### config.mk
export PLATFORM = sky130hd
export DESIGN_NAME = rom_streamer
export DESIGN_NICKNAME = d
export VERILOG_FILES = /design/src/rtl/rom_streamer_pkg.sv /design/src/rtl/rom_streamer_fifo.sv /design/src/rtl/rom_streamer.sv
export SDC_FILE = /design/constraint.sdc
export NUM_CORES = 1
export LEC_CHECK = 0
export ABC_AREA = 1
export BUFFER_PORTS_ARGS = -buffer_cell sky130_fd_sc_hd__buf_2
export CELL_PAD_IN_SITES_DETAIL_PLACEMENT = 2
export CELL_PAD_IN_SITES_GLOBAL_PLACEMENT = 2
export CORE_UTILIZATION = 32
export DETAILED_ROUTE_END_ITERATION = 10
export PLACE_DENSITY_LB_ADDON = 0.1
export SLEW_MARGIN = 40
export SYNTH_ARGS = -nofsm -noshare
export SYNTH_HDL_FRONTEND = slang
export SYNTH_SLANG_ARGS = --single-unit
### constraint.sdc
create_clock -name clk -period 2.2 [get_ports clk]
set_input_delay 0.11 -clock clk [delete_from_list [all_inputs] [get_ports clk]]
set_output_delay 0.11 -clock clk [all_outputs]
set_load 0.05 [all_outputs]
### src/rtl/rom_streamer_pkg.sv
// rom_streamer_pkg: shared types and constants for the ROM streamer.
//   state_t        FSM encoding (IDLE, RUN, DRAIN)
//   FIFO_DEPTH     output buffer depth
//   OCC_W          width of the FIFO occupancy count
//   ISSUE_CREDITS  max words buffered plus reads in flight
package rom_streamer_pkg;

  typedef enum logic [1:0] {
    IDLE  = 2'd0,
    RUN   = 2'd1,
    DRAIN = 2'd2
  } state_t;

  localparam int unsigned FIFO_DEPTH    = 2;
  localparam int unsigned OCC_W         = $clog2(FIFO_DEPTH + 1);
  localparam int unsigned ISSUE_CREDITS = FIFO_DEPTH;

endpackage

### src/rtl/rom_streamer_fifo.sv
// stream_fifo2: 2-entry valid/ready FIFO with a registered head.
//   clk, reset      clock, synchronous active-high reset
//   flush           drop all entries (wins over push/pop)
//   push, push_data write a word
//   pop             head consumed (must only be asserted with out_valid)
//   out_data        head word, held stable until popped
//   out_valid       head valid
//   occupancy       number of stored words
module stream_fifo2
  import rom_streamer_pkg::*;
#(
  parameter int unsigned DATA_W = 2
) (
  input  logic              clk,
  input  logic              reset,
  input  logic              flush,
  input  logic              push,
  input  logic [DATA_W-1:0] push_data,
  input  logic              pop,
  output logic [DATA_W-1:0] out_data,
  output logic              out_valid,
  output logic [OCC_W-1:0]  occupancy
);

  logic [DATA_W-1:0] tail_data;
  logic              tail_valid;

  // Tail is only ever valid while the head is valid.
  assign occupancy = OCC_W'(out_valid) + OCC_W'(tail_valid);

  always_ff @(posedge clk) begin
    if (reset) begin
      out_data   <= '0;
      out_valid  <= 1'b0;
      tail_data  <= '0;
      tail_valid <= 1'b0;
    end else if (flush) begin
      out_valid  <= 1'b0;
      tail_valid <= 1'b0;
    end else begin
      case ({push, pop})
        2'b10: begin
          if (!out_valid) begin
            out_data  <= push_data;
            out_valid <= 1'b1;
          end else begin
            tail_data  <= push_data;
            tail_valid <= 1'b1;
          end
        end
        2'b01: begin
          if (tail_valid) out_data <= tail_data;
          out_valid  <= tail_valid;
          tail_valid <= 1'b0;
        end
        // Simultaneous push/pop: occupancy unchanged, queue shifts by one.
        2'b11: begin
          if (tail_valid) begin
            out_data  <= tail_data;
            tail_data <= push_data;
          end else begin
            out_data <= push_data;
          end
        end
        default: ;
      endcase
    end
  end

endmodule

### src/rtl/rom_streamer.sv
// rom_streamer: walks an address range of a synchronous ROM (1-cycle read
// latency) and streams the words downstream on a valid/ready handshake.
// Optional feature macro: ROM_STREAMER_LOOP_EN adds the 'loop' input; a run
// launched with loop=1 repeats the range until aborted.
//   clk, reset             clock, synchronous active-high reset
//   start, abort           launch (IDLE only) / terminate a run
//   loop                   (ROM_STREAMER_LOOP_EN only) repeat range
//   first_addr, last_addr  inclusive range, captured on accepted start
//   rom_addr, rom_data     ROM address (registered) and read data
//   out_data, out_valid    streamed word and its valid
//   out_ready              downstream ready
//   busy, done             run in progress / one-cycle completion pulse
module rom_streamer
  import rom_streamer_pkg::*;
#(
  parameter int unsigned ADDR_W = 3,
  parameter int unsigned DATA_W = 2
) (
  input  logic              clk,
  input  logic              reset,
  input  logic              start,
  input  logic              abort,
`ifdef ROM_STREAMER_LOOP_EN
  input  logic              loop,
`endif
  input  logic [ADDR_W-1:0] first_addr,
  input  logic [ADDR_W-1:0] last_addr,
  output logic [ADDR_W-1:0] rom_addr,
  input  logic [DATA_W-1:0] rom_data,
  output logic [DATA_W-1:0] out_data,
  output logic              out_valid,
  input  logic              out_ready,
  output logic              busy,
  output logic              done
);

  localparam int unsigned CNT_W = ADDR_W + 1;

  state_t            state;
  logic              pending;
  logic [CNT_W-1:0]  remaining;
  logic [OCC_W-1:0]  occupancy;
  logic [ADDR_W-1:0] span_c;
  logic [CNT_W-1:0]  count_c;
  logic              pop_c;
  logic              issue_c;
  logic              last_pop_c;

`ifdef ROM_STREAMER_LOOP_EN
  logic              loop_q;
  logic [ADDR_W-1:0] first_q;
  logic [CNT_W-1:0]  count_q;
`endif

  // Word count: modulo span plus one (full ROM when last == first-1).
  assign span_c  = last_addr - first_addr;
  assign count_c = CNT_W'(span_c) + CNT_W'(1);

  assign pop_c = out_valid & out_ready;

  // Issue only while credits remain; a same-cycle pop frees one.
  assign issue_c = (state == RUN) && !abort &&
                   (((3'(occupancy) + 3'(pending)) < 3'(ISSUE_CREDITS)) || pop_c);

  // Final handshake: nothing left in flight and only the last word buffered.
  assign last_pop_c = (state == DRAIN) && !pending &&
                      (occupancy == OCC_W'(1)) && pop_c;

  stream_fifo2 #(.DATA_W(DATA_W)) u_fifo (
    .clk       (clk),
    .reset     (reset),
    .flush     (abort),
    .push      (pending),
    .push_data (rom_data),
    .pop       (pop_c),
    .out_data  (out_data),
    .out_valid (out_valid),
    .occupancy (occupancy)
  );

  // FSM, address counter, remaining-word counter and pending-read bit.
  always_ff @(posedge clk) begin
    if (reset) begin
      state     <= IDLE;
      rom_addr  <= '0;
      pending   <= 1'b0;
      remaining <= '0;
      busy      <= 1'b0;
      done      <= 1'b0;
`ifdef ROM_STREAMER_LOOP_EN
      loop_q    <= 1'b0;
      first_q   <= '0;
      count_q   <= '0;
`endif
    end else begin
      done    <= 1'b0;
      pending <= issue_c;
      case (state)
        IDLE: begin
          if (start && !abort) begin
            state     <= RUN;
            busy      <= 1'b1;
            rom_addr  <= first_addr;
            remaining <= count_c;
`ifdef ROM_STREAMER_LOOP_EN
            loop_q    <= loop;
            first_q   <= first_addr;
            count_q   <= count_c;
`endif
          end
        end
        RUN: begin
          if (abort) begin
            state <= IDLE;
            busy  <= 1'b0;
          end else if (issue_c) begin
            if (remaining == CNT_W'(1)) begin
`ifdef ROM_STREAMER_LOOP_EN
              if (loop_q) begin
                rom_addr  <= first_q;
                remaining <= count_q;
              end else
`endif
              begin
                rom_addr  <= rom_addr + ADDR_W'(1);
                remaining <= '0;
                state     <= DRAIN;
              end
            end else begin
              rom_addr  <= rom_addr + ADDR_W'(1);
              remaining <= remaining - CNT_W'(1);
            end
          end
        end
        DRAIN: begin
          if (abort) begin
            state <= IDLE;
            busy  <= 1'b0;
          end else if (last_pop_c) begin
            state <= IDLE;
            busy  <= 1'b0;
            done  <= 1'b1;
          end
        end
        default: begin
          state <= IDLE;
          busy  <= 1'b0;
        end
      endcase
    end
  end

endmodule
Yosys cells after proc, flatten, opt, wreduce, memory -nomap -nowiden
Cells that the tools add are included.
- $lt $le $gt $ge: 1
- mux-type cells: 32
- equal/unequal tests: 18
- $add $sub $neg: 6
- bitwise gates (word level): 3
- reductions and logical operators: 22
- operators by type and width (operator ; number):
    2-bit 2-to-1 mux ; 11
    4-bit 2-to-1 mux ; 4
    4-bit AND reduction ; 4
    2-bit one-hot mux with 3 select lines ; 2
    2-bit inequality test, second input constant ; 5
    3-bit 2-to-1 mux ; 3
    4-bit one-hot mux with 2 select lines ; 1
    2-bit by 1-bit == test with 1-bit output, second input constant ; 3
    2-bit == test, second input constant ; 3
    1-bit logical AND ; 6
    1-bit 2-to-1 mux ; 6
    2-bit by 1-bit inequality test with 1-bit output, second input constant ; 3
    3-bit inequality test, second input constant ; 2
    3-bit one-hot mux with 2 select lines ; 1
    2-bit nonzero test ; 3
    3-bit by 1-bit adder with 4-bit output, second input constant ; 1
    4-bit by 1-bit == test with 1-bit output, second input constant ; 1
    1-bit one-hot mux with 2 select lines ; 2
    2-bit one-hot mux with 2 select lines ; 1
    4-bit by 1-bit subtractor with 4-bit output, second input constant ; 1
    2-bit by 1-bit adder with 3-bit output ; 1
    3-bit by 1-bit adder with 3-bit output, second input constant ; 1
    3-bit by 2-bit less-than comparator with 1-bit output, second input constant ; 1
    3-bit by 2-bit inequality test with 1-bit output, second input constant ; 1
    other kinds (13) ; 15
- word-level logic and storage cells: 92
- bits of input ports: 13
- register bits after elaboration: 18
- output and inout port bits: 8

Longest topological paths before layout
Gate-level depths: netlist (run 1).
- word-level depth: 8
- mapped depth: 11
- depth with buffers taken out: 11

Cells and area by module
Synthesis (run 1) repeated with hierarchy kept, for this count alone.
- cells, all modules: 194
- area total of the unflattened synthesis: 1298.7 sq um
- modules (own cells, without submodules) (module ; seq. area each (sq um) ; instances ; area an instance (sq um) ; cells each):
    rom_streamer ; 240.2 ; 1 ; 843.3 ; 126
    stream_fifo2 ; 120.1 ; 1 ; 455.4 ; 68

Worst setup path before layout (run 1)
No wires, ideal clock.
- kind: reg2reg
- start point: reg u_fifo.out_valid
- end point: reg remaining[3]
- slack: 487 ps
- path buffers: 1
- cell stages (with the launch flop): 11
- required time: 2085 ps
- arrival time: 1599 ps
- path through: dfxtp_1 -> ha_1 -> nand2_1 -> nand2_1 -> nand2_1 -> nand2_2 -> nand2_2 -> buf_6 -> o21ai_2 -> nor2_1 -> nor2_1
- longest elaborated chain between the ends: 7
- elaborated cells on any way between the ends: 8
- RTL lines (what ; line ; RTL):
    from (decl) ; rom_streamer_fifo.sv:21 ; output logic out_valid,
    from (signal assigned) ; rom_streamer_fifo.sv:53 ; out_valid <= tail_valid;
    1-bit by 1-bit adder with 2-bit output ; rom_streamer_fifo.sv:29 ; assign occupancy = OCC_W'(out_valid) + OCC_W'(tail_valid);
    2-bit by 1-bit adder with 3-bit output ; rom_streamer.sv:63 ; (((3'(occupancy) + 3'(pending)) < 3'(ISSUE_CREDITS)) || pop_c);
    3-bit by 2-bit less-than comparator with 1-bit output ; rom_streamer.sv:63 ;
    1-bit logical OR * ; rom_streamer.sv:63 ;
    1-bit logical AND * ; rom_streamer.sv:62 ; assign issue_c = (state == RUN) && !abort &&
    2-bit inequality test (no line) * ; - ;
    4-bit AND reduction (no line) * ; - ;
    to (signal assigned) ; rom_streamer.sv:104 ; remaining <= count_c;
    to (signal assigned) ; rom_streamer.sv:131 ; remaining <= remaining - CNT_W'(1);
    to (decl) ; rom_streamer.sv:41 ; logic [CNT_W-1:0] remaining;
Every way passes the cells marked *; elsewhere a longest branch is shown, timed or not.
A chain may end at the register's enable or synchronous reset.

Worst setup path in the final report (run 1)
- start point: reg u_fifo.out_valid
- end point: reg rom_addr[1]
- longest elaborated chain between the ends: 7
- elaborated cells on any way between the ends: 8
- RTL lines (what ; line ; RTL):
    1-bit by 1-bit adder with 2-bit output ; rom_streamer_fifo.sv:29 ;
    2-bit by 1-bit adder with 3-bit output ; rom_streamer.sv:63 ;
    3-bit by 2-bit less-than comparator with 1-bit output ; rom_streamer.sv:63 ;
    1-bit logical OR * ; rom_streamer.sv:63 ;
    1-bit logical AND * ; rom_streamer.sv:62 ;
    2-bit inequality test (no line) * ; - ;
    4-bit AND reduction (no line) * ; - ;
    to (signal assigned) ; rom_streamer.sv:103 ; rom_addr <= first_addr;
    to (signal assigned) ; rom_streamer.sv:125 ; rom_addr <= rom_addr + ADDR_W'(1);
    to (signal assigned) ; rom_streamer.sv:130 ; rom_addr <= rom_addr + ADDR_W'(1);
    to (decl) ; rom_streamer.sv:28 ; output logic [ADDR_W-1:0] rom_addr,
Marks and branches as above.

==> results of run 1 <==
[flip-flops by register name, indices dropped and copies added, names as in the netlist, 2 cells and up]
name,flops
remaining,4
rom_addr,3
state,2
u_fifo.out_data,2
u_fifo.tail_data,2
[cell families (layout without fill, tap and decap cells)]
family | after synthesis | count (layout)
and+or+nand+nor | 79 | 79
buffers and inverters | 34 | 56
AOI/OAI and AO/OA | 31 | 31
DFF | 18 | 18
adders and majority gates | 11 | 11
xor gates and xnor gates | 2 | 2
[synthesized netlist by cell type]
cell type   n
nand3_2     1
xor2_1      2
nand2_1    40
clkbuf_4    1
o21ai_2     2
buf_6       1
nand3_1    13
ha_1       10
a21oi_2     1
o21ai_0    11
a211oi_1    2
a21oi_1    13
nand2_2     2
nor3_1      1
nand2_4     1
o21ai_1     2
dfxtp_1    18
inv_1      31
nor2_4      1
inv_2       1
nor2_1     17
nand4_1     3
fa_1        1
[stage by stage]
step	instance area [µm²]	hold slack [ns]	setup WS, ns
2_1_floorplan	1180	0.179	0.487
3_3_place_gp	1320	0.350	0.628
3_5_place_dp	1320	0.358	0.574
4_1_cts	1380	0.0771	0.573
5_1_grt	1380	0.0892	0.455
6_report	1380	0.0823	0.584
[where the power goes]
part,total (mW),internal [mW],switching (mW)
logic,0.210,0.0691,0.140
registers,0.359,0.344,0.0150
clock network,0.279,0.159,0.120
[worst paths after layout]
check / end / slack, ns / depth (start not counted)
worst min register to register: u_fifo.tail_data[1] / 0.46 / 2
worst max-delay path: rom_addr[1] / 0.58 / 9
worst max register to register: rom_addr[1] / 0.58 / 9
worst min-delay path: pending / 0.08 / 2
[worst register-to-register path: stages, from the launching register on]
cell     delay, ns
dfxtp_1       0.41
ha_1          0.28
nand2_1       0.08
nand2_1       0.06
nand2_1       0.07
nand2_2       0.07
nand2_2       0.19
inv_1         0.13
nor2_1        0.16
nor2_1        0.06
[layout make-up]
cell class / instances / area share
timing repair buffer: 20 / 0.0728
sequential: 18 / 0.262
multi-input combinational: 123 / 0.496
clock buffer: 4 / 0.0400
inverter: 32 / 0.0874
tap: 46 / 0.0419
[per-layer routing]
metal	vias to the layer above	track usage
li1	600	-
met1	573	0.201
met2	11	0.338
met3	4	0.0219
met4	0	0.0610
met5	-	0
==> metrics.txt, run 1 <==
crit path kind=flip-flop to flip-flop; M1 WL=1.42 mm; PostCTS Resize Cnt=0; final core occ=0.399; Buf+Inv Stages, Crit Path=1; syn_nets=199; multiplexer area fraction after synthesis=0; TritonCTS buffer count=3; unrepaired setup endpoints after global routing=false; Pwr Total=0.848 mW; CP most frequent cell=nand2_1; die height=62.8 µm; Slew HR=0.738; Critical Path Start=u_fifo.out_valid; Hold Startpoint=reset; Iteration-0 DRC Markers=25; worst-path cell chain=ha_1, nand2_1, nand2_1, nand2_1, nand2_2, nand2_2, inv_1, nor2_1, nor2_1; fmax=0.619 GHz; drt first pass iters=3; Detailed Route WL=3.19 mm; GRT Util Overall=0.178; total grt overflow=0; largest net degree at the start of global routing=13; min-delay worst type=primary input to flip-flop; Setup Skew=0.00232 ns; routed wire length per instance=13.1 µm; global-route wire length before repair=5.52 mm; Warnings, synthesis=0; Post-DRT Antenna Nets=0; register bit total from synthesis=18; vias in the first global route=1258; DPL Wire Length=2.71 mm; Unique masters post-synth=23; Synth area leaders=dfxtp_1, nand2_1, ha_1; CP top delay family=simple AND/OR/NAND/NOR gates; Post-Syn Area per Cell=6.75 µm²; clock slew at reported path FFs=0.07 ns; drt via density=4.89; hold_buf cts=0; clock tree from TritonCTS=yes; Die Wd=62.8 µm; CTS sink cnt=18; max-cap violations=0; Fill cells=452; static leakage=0.691 nW; n_diodes=0; Adder-Cell Fraction of Synth Area=0.123; area of the multi-input gates=682 µm²; FF/Latch Area=360 µm²; initial core utilization=0.343; Worst VDD drop=0.248 mV; final period utilization=0.734; final setup fails=0; via count=1188; Nets=222; number of cell rows=21; met2 wire len=1.67 mm; placed insts=239; Synth Instances=175; commonest non-fill, non-tap cells in the layout=nand2_1, inv_1, buf_2, dfxtp_1, nor2_1; Clock Tree Root=clkbuf_8; Worst Path Arrival=1.77 ns; post-synthesis compound-gate area fraction=0.145; required time of the critical path=2.35 ns; DIE AREA=3940 µm²; CP Launch Type=flip-flop; Top Metal Used=met4; initial antenna violation count=0; most common cell after layout, fill and taps aside=nand2_1; GP Congestion=0.748; CTS H-tree depth=1; CP max FO=11; Met3 Wirelength=60 µm; Fin. Hold Viols=0; Pwr per Cell Area=617 nW/µm²; Slew Limit Fails=0; critical path's largest stage delay=0.41 ns; largest family of logic cells by synthesized area=simple AND/OR/NAND/NOR gates; I/O pin cnt=21; area delta synth->final=16.4%; simple-gate share of the synthesized area=0.294; final cell count without fillers=243; Yosys top cell area share=0.305; Max Buffers Root-to-Sink=2; Slowest-stage cell, CP=dfxtp_1; Final Critical Period=1.62 ns; CP endpoint kind=flip-flop; number of port buffers=20; Worst-Skew Late Latency=0.26 ns; core footprint=3440 µm²; post-synthesis xor/xnor area fraction=0.0148; Post-CTS Setup Bufs=0; Yosys top cell by area=dfxtp_1; # DRC=0; RR Startpoint=u_fifo.out_valid; Netlist Area Pre-Place=1180 µm²; setup TNS=0 ns; worst slew pin tran=0.393 ns; sequential fraction of the synthesis area=0.305; status=completed; share of post-route cells with drive strength above 1=0.168
No activity file was read; power rests on OpenSTA's default activity.
==> run 2: changes to the inputs <==
Settings changed: CORE_UTILIZATION 32 to 29.
Clock period 2.2 ns to 1.6 ns, I/O delays scaled along.
==> run 2 against run 1 <==
  * Clock power grew 38%
  * Worst setup slack worse by 0.45 ns
  * Non-clock buffer count grew 2
  * Clock skew shrank 0.0018 ns
  * Flip-flop and latch count is the same
  * Final area grew 2.8%
  * Routed wire length up 4.6%
  * Clock-buffer cell count did not move
  * Global-route usage about the same
  * Final cell count grew 1.6%
  * Core utilization down 2.5 points
  * Sequential power grew 38%
  * Largest cell class unchanged
  * Highest routed layer unchanged
==> metrics.txt, run 2 (synthesized netlist as in run 1, its figures left out) <==
static leakage=0.707 nW; biggest registers after layout=remaining: 4 flops, rom_addr: 3 flops; commonest non-fill, non-tap cells in the layout=nand2_1, inv_1, buf_2, nor2_1, dfxtp_1; routed wire length per instance=13.5 µm; status=completed; crit path to=remaining[0]; Max Buffers Root-to-Sink=2; R2R cell count=9; flop2flop setup slack=0.13 ns; Nets=224; worst slew pin tran=0.392 ns; DPL Wire Length=2.74 mm; TritonCTS buffer count=3; core footprint=3770 µm²; Fin. Hold Viols=0; Detailed Route WL=3.34 mm; Largest Register=remaining; most common cell after layout, fill and taps aside=nand2_1; final setup fails=0; Top Metal Used=met4; total grt overflow=0; die height=65.8 µm; largest net degree at the start of global routing=13; max FFs per register=4; Worst Path Arrival=1.63 ns; max-cap violations=0; n_diodes=0; hold_ws=0.0476 ns; Pwr Total=1.18 mW; via count=1189; crit path kind=flip-flop to flip-flop; Final Critical Period=1.47 ns; Pwr per Cell Area=837 nW/µm²; min-delay worst type=primary input to flip-flop; number of port buffers=20; Post-DRT Antenna Nets=0; design area=1410 µm²; unrepaired setup endpoints after global routing=false; CTS sink cnt=18; number of cell rows=22; initial antenna violation count=0; DIE AREA=4330 µm²; met2 wire len=1.75 mm; global-route wire length before repair=5.80 mm; # DRC=0; drt first pass iters=4; Slew Limit Fails=0; share of post-route cells with drive strength above 1=0.186; M1 WL=1.48 mm; RR Startpoint=u_fifo.out_valid; PostCTS Resize Cnt=0; GRT Util Overall=0.179; required time of the critical path=1.76 ns; final period utilization=0.919; Worst-Skew Late Latency=0.26 ns; Slew HR=0.739; Iteration-0 DRC Markers=28; CTS H-tree depth=1; Setup Skew=0.000483 ns; reg-to-reg endpoint=remaining[0]; vias in the first global route=1297; Met3 Wirelength=65 µm; fmax=0.680 GHz; placed cell area=1350 µm²; clock tree from TritonCTS=yes; Clock Tree Root=clkbuf_8; Die Wd=65.8 µm; Critical Path Start=u_fifo.out_valid; CP max FO=6; Worst VDD drop=0.318 mV; clock slew at reported path FFs=0.07 ns; hold_buf cts=0; area delta synth->final=19.7%; drt via density=4.81; CP Launch Type=flip-flop; Post-CTS Setup Bufs=0; I/O pin cnt=21; GP Congestion=0.725; initial core utilization=0.313; CP endpoint kind=flip-flop
[run 2: changes by cell type in the layout (fill, tap and decap cells not counted), sizes merged]
cell  before  now
buf       20   22
[run 2: worst max-delay path, stage by stage (launching register included)]
cell	delay, ns
dfxtp_2	0.36
ha_1	0.30
nand2_1	0.05
nand2_1	0.08
nand2_1	0.06
nand2_2	0.10
nand2_4	0.08
buf_12	0.13
o21ai_0	0.14
nor2_1	0.05
[run 2: layout make-up]
type | count | area [µm²]
Clock buffer | 4 | 55.1
Fill cell | 462 | 2360
Inverter | 32 | 120
Multi-Input combinational cell | 123 | 689
Sequential cell | 18 | 362
Tap cell | 48 | 60.1
Timing Repair Buffer | 22 | 128
[run 2: report_power, final]
group	total [mW]	internal, mW	switching (mW)
registers	0.494	0.473	0.0212
logic	0.304	0.107	0.198
clock network	0.384	0.219	0.165
[run 2: worst min-delay path by stage]
stage | startpoint | to | slack (ns) | cells after the start
finish | reset | state[1] | 0.05 | 2
global route | reset | state[1] | 0.04 | 2
CTS | reset | state[1] | 0.04 | 2
detailed placement | reset | state[1] | 0.32 | 2
global placement | reset | busy | 0.32 | 2
floorplan | reset | busy | 0.15 | 1
[run 2: metrics by stage]
stage          TNS [ns]  instances   util  setup slack, ns
4_1_cts               0        247  0.373           0.0606
2_1_floorplan         0        175      -            0.103
6_report              0        247  0.375            0.130
5_1_grt               0        247  0.375          0.00558
3_5_place_dp    -0.0183        243  0.358          -0.0183
3_3_place_gp          0        243  0.358           0.0585
[run 2: routing by layer]
metal  vias to the layer above  GRT usage
met3                         5     0.0259
met2                        12      0.333
met1                       571      0.202
met5                         -          0
met4                         0     0.0652
li1                        601          -
